### config.mk
export PLATFORM = sky130hd
export DESIGN_NAME = de_scoreboard_ctrl
export DESIGN_NICKNAME = d
export VERILOG_FILES = /design/src/rtl/de_scoreboard_ctrl.sv
export SDC_FILE = /design/constraint.sdc
export NUM_CORES = 1
export LEC_CHECK = 0
export BUFFER_PORTS_ARGS = -buffer_cell sky130_fd_sc_hd__buf_2
export CORE_UTILIZATION = 35
export CTS_CLUSTER_DIAMETER = 40
export CTS_CLUSTER_SIZE = 8
export DETAILED_ROUTE_END_ITERATION = 8
export MAX_ROUTING_LAYER = met4
export PLACE_DENSITY = 0.5
export REMOVE_ABC_BUFFERS = 1
export SLEW_MARGIN = 20
export SYNTH_ARGS = -nofsm -noshare
export SYNTH_HDL_FRONTEND = slang
export SYNTH_SLANG_ARGS = --single-unit
### constraint.sdc
create_clock -name clk -period 6 [get_ports clk]
set_clock_uncertainty 0.15 [all_clocks]
set_input_delay 0.9 -clock clk [delete_from_list [all_inputs] [get_ports clk]]
set_output_delay 0.9 -clock clk [all_outputs]
set_load 0.01 [all_outputs]
### src/rtl/de_scoreboard_ctrl.sv
// rtl/de_scoreboard_ctrl.sv - decode-stage scoreboard issue controller with control-flow hold
// Optional same-cycle WB bypass in the hazard check: define SCOREBOARD_WB_BYPASS_EN.
module de_scoreboard_ctrl #(
  parameter int NREGS     = 32,
  parameter int REGNOBITS = 5,
  parameter int CNTBITS   = 2
) (
  input  logic                 clk,
  input  logic                 reset,
  input  logic                 de_valid,
  input  logic [REGNOBITS-1:0] de_rs1,
  input  logic [REGNOBITS-1:0] de_rs2,
  input  logic                 de_use_rs1,
  input  logic                 de_use_rs2,
  input  logic                 de_wr_reg,
  input  logic [REGNOBITS-1:0] de_rd,
  input  logic                 de_is_ctrl,
  input  logic                 agex_ctrl_resolved,
  input  logic                 agex_mispred,
  input  logic                 wb_wr_reg,
  input  logic [REGNOBITS-1:0] wb_rd,
  output logic                 issue,
  output logic                 stall_DE,
  output logic                 flush_DE,
  output logic [NREGS-1:0]     busy_mask,
  output logic                 sb_err
);

  typedef enum logic [1:0] {IDLE, WAIT_CTRL, FLUSH} state_t;

  localparam logic [CNTBITS-1:0] CNT_MAX = '1;
  localparam logic [CNTBITS-1:0] CNT_ONE = CNTBITS'(1);

  state_t state, state_next;
  logic [CNTBITS-1:0] cnt      [NREGS];
  logic [CNTBITS-1:0] cnt_next [NREGS];
  logic rs1_busy, rs2_busy, hazard, waw_limit;
  logic inc, dec, err_hit;

  assign dec = wb_wr_reg && (wb_rd != '0);

`ifdef SCOREBOARD_WB_BYPASS_EN
  // A source retiring its last pending write this cycle reads regval_WB in DE.
  logic wb_match_rs1, wb_match_rs2;
  assign wb_match_rs1 = dec && (wb_rd == de_rs1) && (cnt[de_rs1] == CNT_ONE);
  assign wb_match_rs2 = dec && (wb_rd == de_rs2) && (cnt[de_rs2] == CNT_ONE);
  assign rs1_busy = de_use_rs1 && (de_rs1 != '0) && (cnt[de_rs1] != '0) && !wb_match_rs1;
  assign rs2_busy = de_use_rs2 && (de_rs2 != '0) && (cnt[de_rs2] != '0) && !wb_match_rs2;
`else
  assign rs1_busy = de_use_rs1 && (de_rs1 != '0) && (cnt[de_rs1] != '0);
  assign rs2_busy = de_use_rs2 && (de_rs2 != '0) && (cnt[de_rs2] != '0);
`endif

  assign hazard    = rs1_busy || rs2_busy;
  assign waw_limit = de_wr_reg && (de_rd != '0) && (cnt[de_rd] == CNT_MAX);

  always_comb begin
    issue      = 1'b0;
    stall_DE   = 1'b1;
    flush_DE   = 1'b0;
    state_next = state;
    if (reset) begin
      issue    = de_valid && !hazard && !waw_limit && (state == IDLE);
      stall_DE = (de_valid && !issue) || (state != IDLE);
      flush_DE = (state == FLUSH);
    end
    case (state)
      IDLE:      if (issue && de_is_ctrl) state_next = WAIT_CTRL;
      WAIT_CTRL: if (agex_ctrl_resolved) state_next = agex_mispred ? FLUSH : IDLE;
      FLUSH:     state_next = IDLE;
      default:   state_next = IDLE;
    endcase
  end

  assign inc = issue && de_wr_reg && (de_rd != '0);

  // Issue and retire of the same register in one cycle cancel out.
  always_comb begin
    err_hit = 1'b0;
    for (int i = 0; i < NREGS; i++) begin
      cnt_next[i] = cnt[i];
    end
    for (int i = 1; i < NREGS; i++) begin
      if (inc && (de_rd == REGNOBITS'(i)) && !(dec && (wb_rd == REGNOBITS'(i)))) begin
        cnt_next[i] = cnt[i] + CNT_ONE;
      end else if (dec && (wb_rd == REGNOBITS'(i)) && !(inc && (de_rd == REGNOBITS'(i)))) begin
        if (cnt[i] != '0) cnt_next[i] = cnt[i] - CNT_ONE;
        else              err_hit     = 1'b1;
      end
    end
    cnt_next[0] = '0;
  end

  always_comb begin
    for (int i = 0; i < NREGS; i++) begin
      busy_mask[i] = (cnt[i] != '0);
    end
  end

  always_ff @(posedge clk) begin
    if (!reset) begin
      state  <= IDLE;
      sb_err <= 1'b0;
      for (int i = 0; i < NREGS; i++) cnt[i] <= '0;
    end else begin
      state  <= state_next;
      sb_err <= sb_err || err_hit;
      for (int i = 0; i < NREGS; i++) cnt[i] <= cnt_next[i];
    end
  end

endmodule

== Word-level counts from Yosys, hierarchy flattened ==
Memories as Yosys holds them, arrays and structs flattened.
Index checks and enable logic that the tools add are counted.

* Bitwise gates (word level): 32
* Add/sub/neg operators: 62
* Mux-type cells: 227
* Eq/ne operators: 67
* Reductions and logical operators: 247

{| class="wikitable"
|+ Operators by type and width
! cell !! number
|-
| 2-bit 2-to-1 mux || 128
|-
| 5-bit == test (second input constant) || 32
|-
| 1-bit logical AND || 138
|-
| 1-bit 2-to-1 mux || 98
|-
| 5-bit by 4-bit == test with 1-bit output (second input constant) || 16
|-
| 2-bit nonzero test || 35
|-
| 1-bit logical NOT || 65
|-
| 2-bit by 1-bit adder with 2-bit output (second input constant) || 31
|-
| 2-bit by 1-bit subtractor with 2-bit output (second input constant) || 31
|-
| 5-bit by 3-bit == test with 1-bit output (second input constant) || 8
|-
| 1-bit OR || 32
|-
| 5-bit by 2-bit == test with 1-bit output (second input constant) || 4
|-
| 5-bit nonzero test || 4
|-
| 5-bit by 1-bit == test with 1-bit output (second input constant) || 2
|-
| 2-bit == test (second input constant) || 2
|-
| 2-bit case mux with 2 select lines || 1
|-
| 1-bit logical OR || 3
|-
| 2-bit by 1-bit == test with 1-bit output (second input constant) || 1
|-
| 2-bit logical NOT || 1
|-
| 2-bit by 1-bit != test with 1-bit output (second input constant) || 1
|-
| 2-bit != test (second input constant) || 1
|-
| 2-bit AND reduction || 1
|}

* Memories: 1
* Input port bits: 30
* Logic and storage cells: 638
* Register bits after elaboration: 3
* RAM bits: 64
* Output and inout port bits: 36

{| class="wikitable"
|+ Memory list
! memory !! depth !! width !! rd ports !! clocked after memory_dff !! write ports !! line !! source
|-
| cnt || 32 || 2 || 35 || 0 || 32 || 35 || <nowiki>logic [CNTBITS-1:0] cnt [NREGS];</nowiki>
|}

== Logic depth before layout (Yosys ltp) ==
Gate-level depths: netlist of the first run.

* Depth after elaboration: 107
* Depth in mapped cells: 17
* Depth with buffers taken out: 13

== Least setup slack after synthesis of the first run ==
OpenSTA, ideal clock, no wires.

* Path type: input to register
* Start point: in de_rd[2]
* End point: reg sb_err
* Buffers on the path: 3
* Arrival: 4,042 ps
* Required time: 5,730 ps
* Stages on the path: 16
* Setup slack: 1,688 ps
* Setup time: 120 ps
* Cell sequence: clkbuf_1 mux4_2 mux2i_1 or3_1 a22oi_1 a311o_1 nor4_2 buf_4 buf_2 nand4_1 ha_1 nor3b_1 a31oi_1 o311a_1 nand4_1 o31a_1

* Cells in the longest elaborated chain, start to end: 105
* Elaborated cells between the ends (all ways): 259
* Classes of those cells: eq/ne: 32; mux: 93; reduce/logical: 133; memory: 1

{| class="wikitable"
|+ RTL lines
! what !! line !! source
|-
| start: declaration || 16 || <nowiki>input logic [REGNOBITS-1:0] de_rd,</nowiki>
|-
| memory 32 x 2 bit or 5-bit nonzero test (tied branches) || - ||
|-
| 2-bit == test or 1-bit logical AND (tied branches) || 55 || <nowiki>assign waw_limit = de_wr_reg && (de_rd != '0) && (cnt[de_rd] == CNT_MAX);</nowiki>
|-
| 1-bit logical AND (*) || 55 ||
|-
| 1-bit logical NOT (*) || 63 || <nowiki>issue = de_valid && !hazard && !waw_limit && (state == IDLE);</nowiki>
|-
| 1-bit logical AND (*) (2 in a row) || 63 ||
|-
| 1-bit 2-to-1 mux (*) || 62 || <nowiki>if (reset) begin</nowiki>
|-
| named net issue || 22 || <nowiki>output logic issue,</nowiki>
|-
| 1-bit logical AND (*) (2 in a row) || 75 || <nowiki>assign inc = issue && de_wr_reg && (de_rd != '0);</nowiki>
|-
| (+88 left out) || - ||
|-
| 1-bit 2-to-1 mux || 84 || <nowiki>if (inc && (de_rd == REGNOBITS'(i)) && !(dec && (wb_rd == REGNOBITS'(i)))) begin</nowiki>
|-
| 1-bit 2-to-1 mux || 87 || <nowiki>if (cnt[i] != '0) cnt_next[i] = cnt[i] - CNT_ONE;</nowiki>
|-
| 1-bit 2-to-1 mux || 86 || <nowiki>end else if (dec && (wb_rd == REGNOBITS'(i)) && !(inc && (de_rd == REGNOBITS'(i)))) begin</nowiki>
|-
| 1-bit 2-to-1 mux || 84 ||
|-
| 1-bit 2-to-1 mux || 87 ||
|-
| 1-bit 2-to-1 mux || 86 ||
|-
| 1-bit 2-to-1 mux (*) || 84 ||
|-
| 1-bit logical OR (*) || 107 || <nowiki>sb_err <= sb_err || err_hit;</nowiki>
|-
| end signal: assignment || 107 ||
|-
| end: declaration || 26 || <nowiki>output logic sb_err</nowiki>
|}

Mark *: on every way through the listed nets, which the timed path passes. The rest lies on a longest branch.
A chain may end at the register's enable or synchronous reset.

== Worst setup path in the final report of the first run ==
* Start point: in de_rd[0]
* End point: reg sb_err

* Cells in the longest elaborated chain, start to end: 105
* Elaborated cells between the ends (all ways): 259
* Classes of those cells: eq/ne: 32; mux: 93; reduce/logical: 133; memory: 1

{| class="wikitable"
|+ RTL lines
! what !! line
|-
| memory 32 x 2 bit or 5-bit nonzero test (tied branches) || -
|-
| 2-bit == test or 1-bit logical AND (tied branches) || 55
|-
| 1-bit logical AND || 55
|-
| 1-bit logical NOT || 63
|-
| 1-bit logical AND (2 in a row) || 63
|-
| 1-bit 2-to-1 mux || 62
|-
| 1-bit logical AND (2 in a row) || 75
|-
| 1-bit logical AND || 84, 86
|-
| (+87 left out) || -
|-
| 1-bit 2-to-1 mux || 84
|-
| 1-bit 2-to-1 mux || 87
|-
| 1-bit 2-to-1 mux || 86
|-
| 1-bit 2-to-1 mux || 84
|-
| 1-bit 2-to-1 mux || 87
|-
| 1-bit 2-to-1 mux || 86
|-
| 1-bit 2-to-1 mux (*) || 84
|-
| 1-bit logical OR (*) || 107
|}

Every way passes the cells marked *; elsewhere a longest branch is shown, timed or not.

==> run summary, run 1 <==
The antenna violation net count after detailed routing is 0. For this run, design rule violations remaining after detail routing come to 6. The post-route setup TNS is 0 ns.

The count of final setup violators came out at 0. The post-cts hold buffer count is 0. The number of post-CTS setup repair buffers is 0. The count of pins over their slew limit is 0. The register bit total from synthesis is 65.

The number of failing hold endpoints at the final stage came out at 0. The combinational share of power is 12.9%. The required time of the critical path came out at 6.09 ns.

The worst setup path is launched from an input pin. The repair_antennas step left the layout with diodes totalling 0. Counting every instance in the synthesized netlist gives 861. On the critical path, the stage with the largest delay is an instance of mux4_2. The placeable core area came out at 0.0181 mm2. The violation count after the first detailed-route iteration came out at 584. The number of placed instances, taps included is 1121. The height of the die is 139 um. The half-perimeter wire length after placement is 16300 um. The wire length of the first global-routing pass came out at 33500 um.

The flow ran to the end, but the final reports show violations. In this run the power density over the cells is 154 mW/mm2. The final non-filler cell area is 0.00734 mm2. The H-tree depth is 3. The achievable frequency came out at 0.196 GHz. After clock tree synthesis, the repair step resized 0 gates. The arrival time of the worst setup path came out at 5.18 ns.

The via count of the first global-routing pass came to 5776. Setup repair after global routing left no endpoint under its margin. The area of the mapped netlist came out at 0.00654 mm2. The number of buffers inserted during clock tree synthesis came out at 9. The vias after detailed routing is 6380.

The clock latency of the later-clocked register in the worst-skew pair is 0.35 ns. The count of distinct cell types in the synthesized netlist came out at 50. The switching power as a share of total power is 27.8%.

The layout overhead on the synthesized area came out at 12.2%. Summed over all cells, the static leakage comes to 3.31 nW. The worst hold slack across all endpoints came out at 0.332 ns.

TritonCTS built the clock tree. Traced cell by cell, the critical path runs through buf_2 > mux4_2 > and3_1 > a31oi_1 > a22oi_1 > a311o_1 > nor4_4 > buf_4 > nand4_1 > ha_1 > nor3b_1 > nor4_1 > nand4_1 > o31a_1. The wire length reported by the detailed router came out at 21800 um. The standard-cell row count is 49. The average instance area after synthesis came out at 7.60 um2. The root cell of the clock tree is clkbuf_16. The path class of the tightest hold or removal check is flip-flop to flip-flop. The share of power burned in the clock network came out at 48.5%. The internal portion of the total power is 0.814 mW. Once layout is complete, the utilization of the core stands at 40.5%. The relative slew slack is 46.7%. The count of synthesis-stage warnings from yosys is 0.

The count of non-filler cells in the finished layout came out at 1137. The most common cell after layout, fill and taps aside is nor2_1. The number of iterations in the first detailed-routing pass came out at 9. Summed over all nets, the switching power comes to 0.314 mW. The maximum clock insertion buffer count is 2. Of the total power, registers draw 38.6%. Summed over all layers, the global routing overflow is 0. Sequential elements use 19.9% of the synthesized area. Dividing the detail-routed wire length by the instance count gives 19.2 um.

The stage delay of the slowest cell on the critical path came out at 0.59 ns. In this run the worst path has a maximum fanout of 39. Max-cap violations in this run came to 0.

The worst path in the final design needs a cycle of 5.09 ns, including I/O delays and setup. The final reports fail on DRC. The placed cell area is 0.00705 mm2. At the pin with the least slew margin, the transition time is 0.798 ns. The total number of nets in the final design is 995. The cell repeated most along the worst path is nand4_1. The routability-driven placement congestion ratio came out at 0.850. The maximum ir drop on the vdd rail is 0.000144 V. The overall global routing resource usage is 23.8%. By startpoint and endpoint, the worst setup path is classified as input pin to flip-flop. The number of vias per cell is 5.61. The total die area came out at 0.0192 mm2.

The share of the clock period used by the worst path after layout is 84.8%. The number of top-level pins came out at 66. The initial core utilization came out at 36.0%. The number of antenna violations at the first check in global routing was 0. The largest net degree at the start of global routing came out at 66. STA classifies the critical path endpoint as a flip-flop. In the synthesized netlist the async set-or-reset flop fraction comes to 0%.

The clock transition at the registers of the reported paths is 0.06 ns. The die is 139 um wide. In the layout the commonest cells are nor2_1, nand2_1, o21ai_0. The number of buffers inserted by port buffering came out at 64. The total number of clock tree sinks came out at 65.

The most frequently used flop master after synthesis is dfxtp_1. The post-route netlist has 14.8% of its cells at a drive strength greater than 1. The count of flip-flops with a built-in enable after synthesis came out at 0.
## final timing paths
| check | startpoint | end | slack [ns] | depth (start not counted) |
|---|---|---|---|---|
| min reg2reg | state[0] | state[1] | 0.33 | 2 |
| max | de_rd[0] | sb_err | 0.91 | 14 |
| max reg2reg | cnt[23][1] | sb_err | 1.72 | 12 |
| min | state[0] | state[1] | 0.33 | 2 |
## per-layer routing
layer  global-route usage, %  part of all wire [%]  vias to the layer above
li1                        -                     -                     3159
met1                    31.4                    49                     3013
met2                    36.5                    43                      167
met3                    3.83                   5.2                       41
met4                    8.83                   2.9                        0
met5                       -                     0                        -
## per-stage QoR
stage	setup WS [ns]	power, mW
floorplan	-0.106	0.511
global placement	0.637	0.588
detailed placement	0.580	0.588
CTS	0.943	1.14
global route	0.710	1.17
finish	0.911	1.13
## flip-flops by register name, indices dropped and copies added (netlist names)
| register | cells |
|---|---|
| sb_err | 1 |
| cnt | 62 |
| state | 2 |
## worst max-delay path: cells and delay by family
family          cells  cell delay [ns]
simple gates        6             1.54
fa+ha+maj           1             0.25
compound gates      4             0.93
buf+inv             2             0.92
mux                 1             0.59
## cells in the mapped netlist (all sizes together), types with 4 or more instances
library cell | instances | area (um2)
nor3 | 12 | 60.1
dfxtp | 65 | 1300
and3 | 4 | 25.0
inv | 63 | 236
nor2 | 93 | 349
nor2b | 54 | 338
nand2 | 85 | 319
a31oi | 5 | 31.3
a21oi | 11 | 55.1
nor3b | 38 | 285
o21ai | 83 | 415
and2 | 8 | 50.1
nor4 | 6 | 43.8
ha | 62 | 776
clkbuf | 34 | 128
nand3b | 7 | 52.6
mux2 | 20 | 225
and4 | 28 | 245
nand4 | 35 | 219
buf | 12 | 75.1
mux4 | 19 | 428
nand3 | 6 | 30.0
a21boi | 62 | 465
or2 | 4 | 25.0
a22oi | 14 | 105
## layout make-up
cell class,instances,area [um2]
well taps,229,287
clock inverters,3,40.0
fillers,1893,10800
multi-input cells,687,4810
inverters,63,236
clock buffers,13,250
flip-flops and latches,65,1300
repair buffers,77,418
## kinds of logic (layout without fill, tap and decap cells)
family	Yosys count	in the layout	share of synthesized area [%]
simple gates	392	392	32.7
compound gates	190	190	18.4
buf+inv	109	156	6.71
flops	65	65	19.9
fa+ha+maj	62	62	11.9
mux	42	42	10.4
other cells	1	1	0.0573
## power by group through the flow
| stage | Sequential, mW | Combinational (mW) | Clock, mW |
|---|---|---|---|
| 5_1_grt | 0.435 | 0.155 | 0.579 |
| 6_report | 0.435 | 0.145 | 0.547 |
| 3_3_place_gp | 0.444 | 0.144 | 0 |
| 4_1_cts | 0.435 | 0.144 | 0.564 |
| 2_1_floorplan | 0.444 | 0.0671 | 0 |
| 3_5_place_dp | 0.444 | 0.144 | 0 |
(Power assumes the default switching activity.)
==> run 2: changes to the inputs <==
- ABC_AREA: default -> 1
- clock period: 6 -> 5.1 ns (I/O delays scaled with it)
==> run 2 against run 1 <==
Compared with the run above:
- the flow now finishes without violations
- sequential share of layout area shrank 0.096 points
- sequential power grew 17%
- clock power increased by 8.4%
- critical path depth is 9 higher
- largest power group unchanged
- worst setup slack improved by 0.16 ns
==> run summary, run 2 <==
The flow ran to the end, and the final reports show no timing, DRC or antenna violations. The number of top-level pins came out at 66. The critical path goes through buf_2 > inv_1 > nand3_1 > nand2_1 > nor2_1 > nor2_1 > nor2_1 > nand2_1 > nand3_1 > nand2_1 > nand2_2 > nand3_4 > nor2_8 > nand3_4 > nor2_1 > ha_1 > inv_1 > nand2_1 > o22ai_1 > a211oi_1 > nand4_1 > nor4_1 > a21oi_1.

Entering global routing, the biggest net connects 41 pins. The leakage dissipation came out at 3.53 nW. The total chip power is 1.29 mW. The instance count along the most critical hold path came out at 2. The number of failing hold endpoints at the final stage is 0. The standard-cell row count is 49. The via count of the first global-routing pass is 6828. The post-synthesis adder-cell area fraction is 11.7%. The count of pins over their slew limit came out at 0. The library cell used most frequently in the layout, excluding fill and tap cells, is nand2_1. Timing analysis after detailed placement gives a worst setup slack of 0.803 ns. The kind of cell adding the most delay to the critical path is simple AND/OR/NAND/NOR gates. After clock tree synthesis, the clock-pin slew on the worst setup and hold paths is 0.06 ns. The post-synthesis share of cell area spent on xor and xnor gates came out at 0%. Sequential elements use 19.6% of the synthesized area. The stage delay of the slowest cell on the critical path is 0.39 ns. The count of filler cells inserted in the layout is 2032. The longest clock path from root to sink contains 2 buffers.

The detail-routed net length per standard cell came out at 18.4 um. The count of distinct cell types in the synthesized netlist came out at 38. The worst hold path class is flip-flop to flip-flop. The initial utilization of the core area, before any placement, comes to 36.3%. Data on the critical path is required at its endpoint by 5.17 ns. nand2_1 is the most common cell in the netlist.

After global routing the overflow that remains totals 0. Of the total synthesized cell area, the portion taken by AND, OR, NAND and NOR gates is 37.4%. The post-route setup TNS came out at 0 ns. The number of post-CTS setup repair buffers came out at 0. The number of antenna violations at the first check in global routing came out at 0.

Across all setup checks in the final design, the least slack found is 1.07 ns. The largest fanout on the critical path is 16. The startpoint of the worst-slack reg-to-reg timing path is cnt[14][0].

For the finished layout, the period the worst path requires is 4.03 ns. For this block, the routed nets add up to 26000 um of wire. The vias after detailed routing is 7318. The worst hold path terminates at state[1]. STA classifies the critical path endpoint as a flip-flop. The main combinational cell family by area after synthesis is simple AND/OR/NAND/NOR gates. The number of buffers inserted by port buffering came out at 64. The worst reg-to-reg path cell count is 19. The multiplexer share of the synthesized area came out at 0%. The average instance area after synthesis came out at 5.88 um2. The wire length of the first global-routing pass is 39300 um.

Setup violations remaining at the end of the flow were counted as 0. The number of antenna diodes is 0. The slowest stage of the critical path is the inv_1 cell. The placeable core area came out at 0.0183 mm2. The clock latency of the later-clocked register in the worst-skew pair came out at 0.35 ns. The routability-driven placement congestion ratio came out at 0.972.

Setup repair after global routing left no endpoint under its margin. The reg-to-reg setup timing slack is 1.49 ns. The cell taking the most area after synthesis is dfxtp_1. The category of the worst setup path launch point is an input pin. The width of the chip came out at 140 um.

The relative slew slack came out at 44.6%. STA puts the critical path data arrival time at 4.10 ns. After synthesis the cells add up to 0.00663 mm2.

The max-cap violation count is 0. The startpoint identified for the worst hold timing path is state[0]. Of the cells placed in the final design, the portion with a size suffix greater than 1 is 9.96%. The count of synthesis-stage warnings from yosys is 0. CTS placed an instance of clkbuf_16 at the clock tree root.

The overall global routing resource usage is 27.9%. Counting both buffers and inverters, the worst setup path holds a total of 3. The CTS tree is yes.

The total of cells resized after clock tree synthesis is 0. The number of buffers inserted during clock tree synthesis is 9. The DRC violation count after routing is 0. The H-tree depth is 3. The achievable frequency came out at 0.248 GHz. The number of flip-flops under the largest register name came out at 62. The proportion of synthesized flip-flops having asynchronous set or reset is 0%.

The ratio of total power to cell area is 174 mW/mm2. The share of the synthesized area in the top cell type came out at 19.6%. The share of the clock period used by the worst path after layout is 79.0%. By count the netlist is led by nand2_1, inv_1, nor2_1. The complex-gate fraction of the synthesized area is 15.5%. The height of the die came out at 140 um. The layout overhead on the synthesized area is 11.4%. The largest registers in the layout are cnt (62), state (2), sb_err (1).

The maximum ir drop on the vdd rail is 0.000159 V. The actual slew at the worst max-slew pin is 0.828 ns. By area the synthesized netlist is led by dfxtp_1, nand2_1, inv_1. The total die area is 0.0195 mm2.

The register bit total from synthesis came out at 65. Using the TritonRoute via totals, the vias-per-cell ratio works out to 5.18. The library cells used most frequently in the layout, excluding fill and tap cells, are nand2_1, inv_1, nor2_1. The total number of nets in the final design is 1273. The register name with the most flops is cnt. Summed over all nets, the half-perimeter wirelength after detailed placement is 20300 um. For this run, the detailed router's first-pass iteration total came to 5. The count of flip-flops with a built-in enable after synthesis came out at 0. In the synthesized netlist the dominant register cell turns out to be dfxtp_1. The critical path start-end classification is input pin to flip-flop. For this design, the CTS-stage hold fixing added 0 buffers. In this run the critical register-to-register path is captured at sb_err.

Once detail routing completed, the nets flagged for antenna violations numbered 0. Synthesis handed over a netlist of 1128 instances. The total number of clock tree sinks is 65. The violation count after the first detailed-route iteration is 608.
[run 2: changes by cell type after synthesis, moves of 24 or more]
cell      before  now
a211oi_1       3   69
a21boi_0      62    0
a21oi_1       11   39
and4_1        28    0
clkbuf_1      34   10
inv_1         63  222
nand2_1       85  265
nand3_1        6  104
nand4_1       35    6
nor2_1        93  177
nor2b_1       54    0
nor3b_1       38    1
o21ai_0       83   26
[run 2: report_power, final]
group | leakage (nW) | switching, mW | internal (mW)
Combinational | 2.87 | 0.137 | 0.0459
Sequential | 0.524 | 0.00168 | 0.509
Clock | 0.135 | 0.257 | 0.337
[run 2: metrics by stage]
| stage | hold WS (ns) | cells | util (%) | instance area [um2] |
|---|---|---|---|---|
| global route | 0.347 | 1414 | 40.4 | 7380 |
| floorplan | 0.298 | 1099 | - | 6450 |
| finish | 0.323 | 1414 | 40.4 | 7380 |
| detailed placement | 0.320 | 1399 | 39.0 | 7120 |
| global placement | 0.310 | 1399 | 39.0 | 7120 |
| CTS | 0.325 | 1414 | 40.4 | 7380 |
[run 2: cell families after synthesis]
family / after synthesis
AOI/OAI and AO/OA: 158
buffers and inverters: 259
other: 1
and+or+nand+nor: 583
DFF: 65
adders and majority gates: 62
[run 2: layout make-up]
| type | count | area (um2) | area share [%] |
|---|---|---|---|
| repair buffers | 71 | 373 | 5.05 |
| flip-flops and latches | 65 | 1300 | 17.6 |
| multi-input cells | 804 | 4300 | 58.2 |
| clock inverters | 4 | 20.0 | 0.271 |
| inverters | 230 | 863 | 11.7 |
| well taps | 229 | 287 | 3.88 |
| clock buffers | 11 | 243 | 3.29 |
[run 2: worst max-delay path by stage]
stage                  start         end  slack, ns  cells after the start
floorplan           de_rd[0]  cnt[20][1]       1.14                     18
global placement    de_rd[1]      sb_err       0.83                     23
detailed placement  de_rd[1]      sb_err       0.80                     23
CTS                 de_rd[1]      sb_err       1.15                     23
global route        de_rd[1]      sb_err       0.65                     23
finish              de_rd[1]      sb_err       1.07                     23
[run 2: tightest hold or removal path, stage by stage (launching register included)]
cell and delay (ns):
dfxtp_1 0.33, nand2_1 0.07, nor3_1 0.04
[run 2: routing by layer]
layer / global-route usage (%) / wire, um
met1: 35.0 / 11800
met4: 10.7 / 868
met3: 4.09 / 1610
met2: 45.3 / 11800
met5: - / 0
